### config.mk
export PLATFORM = sky130hd
export DESIGN_NAME = abc_seq_ctrl
export DESIGN_NICKNAME = d
export VERILOG_FILES = /design/src/rtl/abc_seq_ctrl.sv
export SDC_FILE = /design/constraint.sdc
export NUM_CORES = 1
export LEC_CHECK = 0
export ABC_CLOCK_PERIOD_IN_PS = 1800
export BUFFER_PORTS_ARGS = -buffer_cell sky130_fd_sc_hd__buf_2
export CORE_MARGIN = 8
export CORE_UTILIZATION = 46
export DETAILED_ROUTE_END_ITERATION = 10
export GPL_TIMING_DRIVEN = 0
export PLACE_DENSITY_LB_ADDON = 0.08
export SLEW_MARGIN = 25
export SYNTH_ARGS = -nofsm -noshare
export SYNTH_HDL_FRONTEND = slang
export SYNTH_SLANG_ARGS = --single-unit
export TNS_END_PERCENT = 20
### constraint.sdc
create_clock -name clk -period 1.8 [get_ports clk]
set_clock_uncertainty 0.1 [all_clocks]
set_input_delay 0.09 -clock clk [delete_from_list [all_inputs] [get_ports clk]]
set_output_delay 0.09 -clock clk [all_outputs]
set_load 0.05 [all_outputs]
### src/rtl/abc_seq_ctrl.sv
// abc_seq_ctrl: generates one three-cycle a/b/c pulse train per accepted
// request, followed by a programmable idle gap. MODE fixes the pulse order
// at elaboration: 0 gives a,b,c (antecedent), 1 gives c,a,b (consequent).
module abc_seq_ctrl #(
  parameter int MODE  = 0,
  parameter int GAP_W = 4,
  parameter int CNT_W = 8
) (
  input  logic             clk,
  input  logic             rst_n,
  input  logic             req_valid,
  input  logic [GAP_W-1:0] req_gap,
  output logic             req_ready,
  input  logic             abort,
  output logic             a,
  output logic             b,
  output logic             c,
  output logic             busy,
  output logic             done,
  output logic [CNT_W-1:0] seq_count
);

  typedef enum logic [2:0] {
    IDLE = 3'd0,
    P1   = 3'd1,
    P2   = 3'd2,
    P3   = 3'd3,
    GAP  = 3'd4
  } state_t;

  // Only the two orderings are meaningful; anything else stops elaboration.
  if (MODE != 0 && MODE != 1) begin : g_bad_mode
    $error("abc_seq_ctrl: MODE must be 0 or 1");
  end

  // Pulse pattern {a,b,c} driven in each train state for the chosen order.
  localparam logic [2:0] PULSE1 = (MODE == 1) ? 3'b001 : 3'b100;
  localparam logic [2:0] PULSE2 = (MODE == 1) ? 3'b100 : 3'b010;
  localparam logic [2:0] PULSE3 = (MODE == 1) ? 3'b010 : 3'b001;

  state_t           state;
  logic [GAP_W-1:0] gap_cnt;

  // Handshake and activity flags are pure decodes of the registered state.
  assign req_ready = (state == IDLE);
  assign busy      = (state != IDLE);

  // Sequencer: state, gap counter, completion counter and registered pulses.
  // Pulse outputs are loaded alongside the state they belong to, so they
  // appear in the same cycle the state is entered.
  always_ff @(posedge clk or negedge rst_n) begin
    if (!rst_n) begin
      state     <= IDLE;
      gap_cnt   <= '0;
      seq_count <= '0;
      a         <= 1'b0;
      b         <= 1'b0;
      c         <= 1'b0;
      done      <= 1'b0;
    end else begin
      a    <= 1'b0;
      b    <= 1'b0;
      c    <= 1'b0;
      done <= 1'b0;
      case (state)
        IDLE: begin
          if (req_valid && !abort) begin
            state       <= P1;
            gap_cnt     <= req_gap;
            {a, b, c}   <= PULSE1;
          end
        end
        P1: begin
          if (abort) begin
            state <= IDLE;
          end else begin
            state     <= P2;
            {a, b, c} <= PULSE2;
          end
        end
        P2: begin
          if (abort) begin
            state <= IDLE;
          end else begin
            state     <= P3;
            {a, b, c} <= PULSE3;
            done      <= 1'b1;
          end
        end
        P3: begin
          if (abort) begin
            state <= IDLE;
          end else begin
            seq_count <= seq_count + CNT_W'(1);
            if (gap_cnt != '0) begin
              state <= GAP;
            end else begin
              state <= IDLE;
            end
          end
        end
        GAP: begin
          if (abort) begin
            state <= IDLE;
          end else begin
            gap_cnt <= gap_cnt - GAP_W'(1);
            if (gap_cnt == GAP_W'(1)) begin
              state <= IDLE;
            end
          end
        end
        default: begin
          state <= IDLE;
        end
      endcase
    end
  end

endmodule

==> results of run 1 <==
-- cell usage after synthesis, types with 2 or more instances --
| library cell | number |
|---|---|
| dfrtp_1 | 18 |
| nand2_1 | 8 |
| inv_1 | 6 |
| nor3_1 | 6 |
| xor2_1 | 4 |
| ha_1 | 3 |
| mux2i_1 | 3 |
| nor2_1 | 3 |
| xnor2_1 | 3 |
| a21oi_1 | 2 |
| buf_2 | 2 |
| buf_6 | 2 |
| nand3_1 | 2 |
| nand4_1 | 2 |
| o21a_1 | 2 |
| o221ai_1 | 2 |
-- worst max-delay path by stage --
| stage | from | to | slack (ns) | cells past startpoint |
|---|---|---|---|---|
| 2_1_floorplan | state[2] | a | -0.03 | 4 |
| 5_1_grt | state[2] | a | 0.009 | 5 |
| 4_1_cts | state[2] | a | 0.09 | 5 |
| 6_report | state[2] | a | 0.11 | 5 |
| 3_5_place_dp | state[1] | gap_cnt[1] | 0.20 | 4 |
| 3_3_place_gp | state[1] | gap_cnt[1] | 0.23 | 4 |
-- where the power goes --
part | internal [mW] | total, mW | switching (mW)
Combinational | 0.121 | 0.368 | 0.248
Sequential | 0.460 | 0.514 | 0.0539
Clock | 0.123 | 0.249 | 0.126
-- metal layers --
layer	up-vias	global-route usage, %
met5	-	0
met4	0	5.10
met2	12	19.2
met1	327	14.3
li1	355	-
met3	5	2.58
-- registers in the layout, indices dropped and copies added, names as in the netlist --
register	cells
gap_cnt	4
state	3
seq_count	8
done	1
a	1
b	1
-- tightest hold or removal path, stage by stage --
cell     delay [ns]
buf_2          0.07
mux2i_1        0.06
a22oi_1        0.17
-- final cells by class --
class / count / area [um2] / share of cell area, %
tap: 27 / 33.8 / 2.93
sequential: 18 / 450 / 39.0
timing repair buffer: 28 / 175 / 15.2
inverter: 6 / 22.5 / 1.95
buffer: 5 / 42.5 / 3.68
clock buffer: 4 / 36.3 / 3.14
multi-input combinational: 54 / 394 / 34.1
-- cell families (layout without fill, tap and decap cells) --
kind of cell,Yosys count,after routing,share of synthesized area [%]
buffers and inverters,11,43,6.98
AND/OR/NAND/NOR,29,29,18.2
XOR/XNOR,7,7,6.84
AO/OA/AOI/OAI,12,12,10.2
adder cells (fa/ha/maj),3,3,4.19
multiplexers,3,3,3.35
flip-flops,18,18,50.3
-- repair_timing --
item	4_1_cts	5_1_grt
resized for setup	0	2
setup endpoints to repair	0	1
buffers inserted	0	0
hold buffers	7	0
endpoints found under the hold margin	24	0
==> results.txt, run 1 <==
Peak ir drop on the vdd network = 0.000691 V
Crit Path Class = flip-flop to flip-flop
Die Wd = 60.1 um
Pin count of the biggest net entering global routing = 19
Crit-path max FO = 10
Final Non-Filler Cells = 142
Placed instance area = 0.00105 mm2
Worst-path cell chain = buf_4 > nor3_4 > inv_1 > nor3b_1 > dlygate4sd3_1
Vias in the first global route = 749
Hold EP = gap_cnt[2]
Nature of the critical path endpoint = flip-flop
FMAX = 593 MHz
Slew Limit Headroom = 66.1%
WL/cell = 12.8 um
DRC = 0
Post-synth top flop = dfrtp_1
CP max stage cell = dlygate4sd3_1
Share of Yosys cell area claimed by the top area cell type = 50.3%
Syn Area/Cell = 10.8 um2
WHS = 0.0503 ns
Vias = 699
Minimum clock period = 1.69 ns
Maxcap violations = 0
Final hold vios = 0
Pre-CTS setup slack = 0.200 ns
Mapped Cells = 83
Die area = 0.00362 mm2
Placer Congestion = 0.779
Async set or reset register ratio after synthesis = 100%
CP startpoint kind = flip-flop
Min-delay worst type = input pin to flip-flop
CTS root buf = clkbuf_4
Number of synthesized flops with an enable pin = 0
Cell variety after synth = 31
Post-DRT Antenna Nets = 0
Final design area excluding fillers = 0.00115 mm2
WP data arrival = 1.82 ns
Placed insts = 131
Nets = 127
Clock latency on the worst-skew pair = 0.29 ns
Warning count from the yosys run = 0
Top-level I/O count = 22
Commonest non-fill, non-tap cells in the layout = buf_2, dfrtp_1, nand2_1, dlygate4sd3_1, inv_1
Worst Hold Path Cells = 3
Met1 wire length = 879 um
Endpoints failing setup = 0
Worst hold path startpoint = req_gap[2]
CP peak stage delay = 0.56 ns
RSZ-0062 raised after global routing = false
Sink Count = 18
Reg2reg end = a
Cells on worst reg2reg path = 5
R2R Path Start = state[2]
Max clock buf depth = 2
Share of layout cells above drive strength 1 = 30.4%
Status = complete, no violations
DR iter-0 viols = 12
DR vias/cell = 4.92
Final Power = 1.13 mW
Die height = 60.1 um
Setup TNS = 0 ns
Clock transition at path regs = 0.10 ns
CTS tree = done
Util after Layout = 60.7%
Starting Density = 47.1%
Worst setup margin = 0.114 ns
Worst-margin pin slew = 0.505 ns
P&R area growth vs syn = 28.9%
Area contributors post-synth = dfrtp_1, ha_1, xor2_1
P_leak = 0.610 nW
Worst reg2reg setup slack = 0.11 ns
Drt total wl = 1820 um
WP data required = 1.94 ns
Final Max Slew Viols = 0
Filler Cells Inserted = 176
Mapped Area = 896 um2
Overflow after GRT = 0
Max Used Layer = met4
Pre-Repair DR Iteration Count = 4
Total CTS buffers = 3
Yosys reg bits = 18
Htree depth = 1
CP top delay family = buffers and inverters
Port bufs = 21
Largest area contributor in the netlist = dfrtp_1
Final HPWL DP = 1340 um
Pwr Density = 980 mW/mm2
Syn_nets = 94
Most common cell after layout, fill and taps aside = buf_2
DR WL met2 = 841 um
Initial antenna violation count = 0
Post-synthesis sequential area ratio = 50.3%
Antenna Cells = 0
Met3 Routed Length = 65 um
Core Rows = 16
Core ar. = 0.00190 mm2
Buffer and inverter count on the worst path = 3
First-pass GRT wire length = 3290 um
Total track usage = 11.8%
Fin crit share = 93.6%
Note: power is estimated with default switching activity, not from simulation.
==> inputs of run 2 (changes only) <==
--- a/config.mk
+++ b/config.mk
@@ -8,11 +8,11 @@
 export ABC_CLOCK_PERIOD_IN_PS = 1800
 export BUFFER_PORTS_ARGS = -buffer_cell sky130_fd_sc_hd__buf_2
 export CORE_MARGIN = 8
-export CORE_UTILIZATION = 46
+export CORE_UTILIZATION = 50
 export DETAILED_ROUTE_END_ITERATION = 10
 export GPL_TIMING_DRIVEN = 0
 export PLACE_DENSITY_LB_ADDON = 0.08
-export SLEW_MARGIN = 25
+export SLEW_MARGIN = 20
 export SYNTH_ARGS = -nofsm -noshare
 export SYNTH_HDL_FRONTEND = slang
 export SYNTH_SLANG_ARGS = --single-unit
==> run 2 against run 1 <==
Against the previous run:
- cell count shrank 1.4%
- worst setup slack lost 0.062 ns
- wire length is 1.2% higher
- combinational power about the same
- first-iteration DRC count fell by 17%
==> results.txt, run 2 (synthesized netlist as in run 1, its figures left out) <==
First-pass GRT wire length = 3110 um (-5.5%)
Reg2reg end = a
Pwr Density = 988 mW/mm2 (+0.79%)
R2R Path Start = state[2]
Total track usage = 11.6% (-0.14 points)
Endpoints failing setup = 0 (unchanged)
Final HPWL DP = 1280 um (-4.2%)
CP startpoint kind = flip-flop
CTS root buf = clkbuf_4
Post-CTS Setup Bufs = 0 (unchanged)
Crit-path max FO = 10 (unchanged)
Final Power = 1.14 mW (+0.35%)
Hold EP = gap_cnt[2]
Filler Cells Inserted = 149 (-15%)
DR vias/cell = 5.13 (+4.2%)
Post-DRT Antenna Nets = 0 (unchanged)
Worst Hold Path Cells = 3 (unchanged)
Regs by FF count = seq_count: 8 flops, gap_cnt: 4 flops, state: 3 flops
P_leak = 0.611 nW (about the same)
Pre-Repair DR Iteration Count = 4 (unchanged)
Worst hold path startpoint = req_gap[2]
Post-CTS Resized = 0 (unchanged)
Max clock buf depth = 2 (unchanged)
Overflow after GRT = 0 (unchanged)
Top reg by flops = seq_count
DR iter-0 viols = 10 (-2)
Nets = 127 (unchanged)
WP data required = 1.95 ns (about the same)
P&R area growth vs syn = 28.4%
RSZ-0062 raised after global routing = false
Crit Path Class = flip-flop to flip-flop
CTS tree = done
Commonest non-fill, non-tap cells in the layout = buf_2, dfrtp_1, nand2_1, dlygate4sd3_1, inv_1
Nature of the critical path endpoint = flip-flop
Htree depth = 1 (unchanged)
Die height = 58.3 um (-3.0%)
Peak ir drop on the vdd network = 0.000501 V (-27%)
WL/cell = 13.1 um (+2.6%)
Antenna Cells = 0 (unchanged)
Worst reg2reg setup slack = 0.05 ns (-0.06 ns)
Drt total wl = 1840 um (+1.2%)
Hold_buf cts = 7 (unchanged)
Min-delay worst type = input pin to flip-flop
Vias = 718 (+2.7%)
Placer Congestion = 0.798 (+2.5%)
Core ar. = 0.00171 mm2 (-10%)
Minimum clock period = 1.75 ns (+0.0625 ns)
Top-level I/O count = 22 (unchanged)
Fin crit share = 97.1% (+3.5 points)
Final Max Slew Viols = 0 (unchanged)
Die Wd = 58.3 um (-3.0%)
Pin count of the biggest net entering global routing = 19 (unchanged)
Port bufs = 21 (unchanged)
Cells on worst reg2reg path = 5 (unchanged)
Worst-margin pin slew = 0.488 ns (-0.0178 ns)
WP data arrival = 1.90 ns (+0.08 ns)
Sink Count = 18 (unchanged)
Share of layout cells above drive strength 1 = 30.4% (unchanged)
Total CTS buffers = 3 (unchanged)
Worst setup margin = 0.0519 ns (-0.0625 ns)
FMAX = 572 MHz (-3.6%)
Core Rows = 15 (-1)
Die area = 0.00340 mm2 (-5.9%)
Maxcap violations = 0 (unchanged)
Slew Limit Headroom = 67.2% (+1.2 points)
Vias in the first global route = 729 (-2.7%)
Initial antenna violation count = 0 (unchanged)
Pre-CTS setup slack = 0.223 ns (+0.0230 ns)
Status = complete, no violations
Starting Density = 52.5% (+5.3 points)
Final hold vios = 0 (unchanged)
Most common cell after layout, fill and taps aside = buf_2
Max reg flops = 8 (unchanged)
DRC = 0 (unchanged)
Clock latency on the worst-skew pair = 0.30 ns (about the same)
Clock transition at path regs = 0.11 ns (about the same)
-- run 2: changes by cell type in the layout (fill, tap and decap cells not counted) --
cell / delta
buf_4: -1
buf_2: +1
-- run 2: final cells by class --
type | instances | area, um2 | share of cell area, %
inverters | 6 | 22.5 | 1.96
clock buffers | 4 | 36.3 | 3.16
multi-input cells | 54 | 394 | 34.3
repair buffers | 28 | 175 | 15.2
plain buffers | 5 | 40.0 | 3.48
flip-flops and latches | 18 | 450 | 39.2
well taps | 25 | 31.3 | 2.72
-- run 2: critical path: stages, from the launching register on --
cell           delay, ns
dfrtp_1             0.40
buf_2               0.19
nor3_4              0.18
inv_1               0.07
nor3b_1             0.19
dlygate4sd3_1       0.56
-- run 2: worst max path at each step --
stage | cells after the start | to | start
after floorplan | 4 | a | state[2]
after CTS | 5 | a | state[2]
after global placement | 4 | gap_cnt[1] | state[1]
final | 5 | a | state[2]
after global routing | 5 | a | state[2]
after detailed placement | 4 | gap_cnt[1] | state[1]
-- run 2: metrics by stage --
step	util (%)	setup TNS [ns]	instance area, um2	hold slack, ns	std cells
2_1_floorplan	-	-0.0333	907	-0.306	83
3_3_place_gp	61.1	0	1040	-0.0566	129
3_5_place_dp	61.1	0	1040	-0.0511	129
4_1_cts	67.3	0	1150	0.0292	140
5_1_grt	67.3	0	1150	0.0515	140
6_report	67.3	0	1150	0.0378	140
-- run 2: power by group --
group | internal [mW] | switching [mW] | leakage, nW
clock | 0.123 | 0.132 | 0.0210
combinational | 0.120 | 0.247 | 0.353
sequential | 0.461 | 0.0538 | 0.236
-- run 2: layer usage --
metal | global-route usage (%) | share of wire (%) | up-vias
met5 | 0 | 0 | -
met4 | 6.29 | 1.2 | 0
met3 | 4.35 | 6.0 | 4
met2 | 19.1 | 47 | 16
met1 | 12.7 | 46 | 343
li1 | - | - | 355
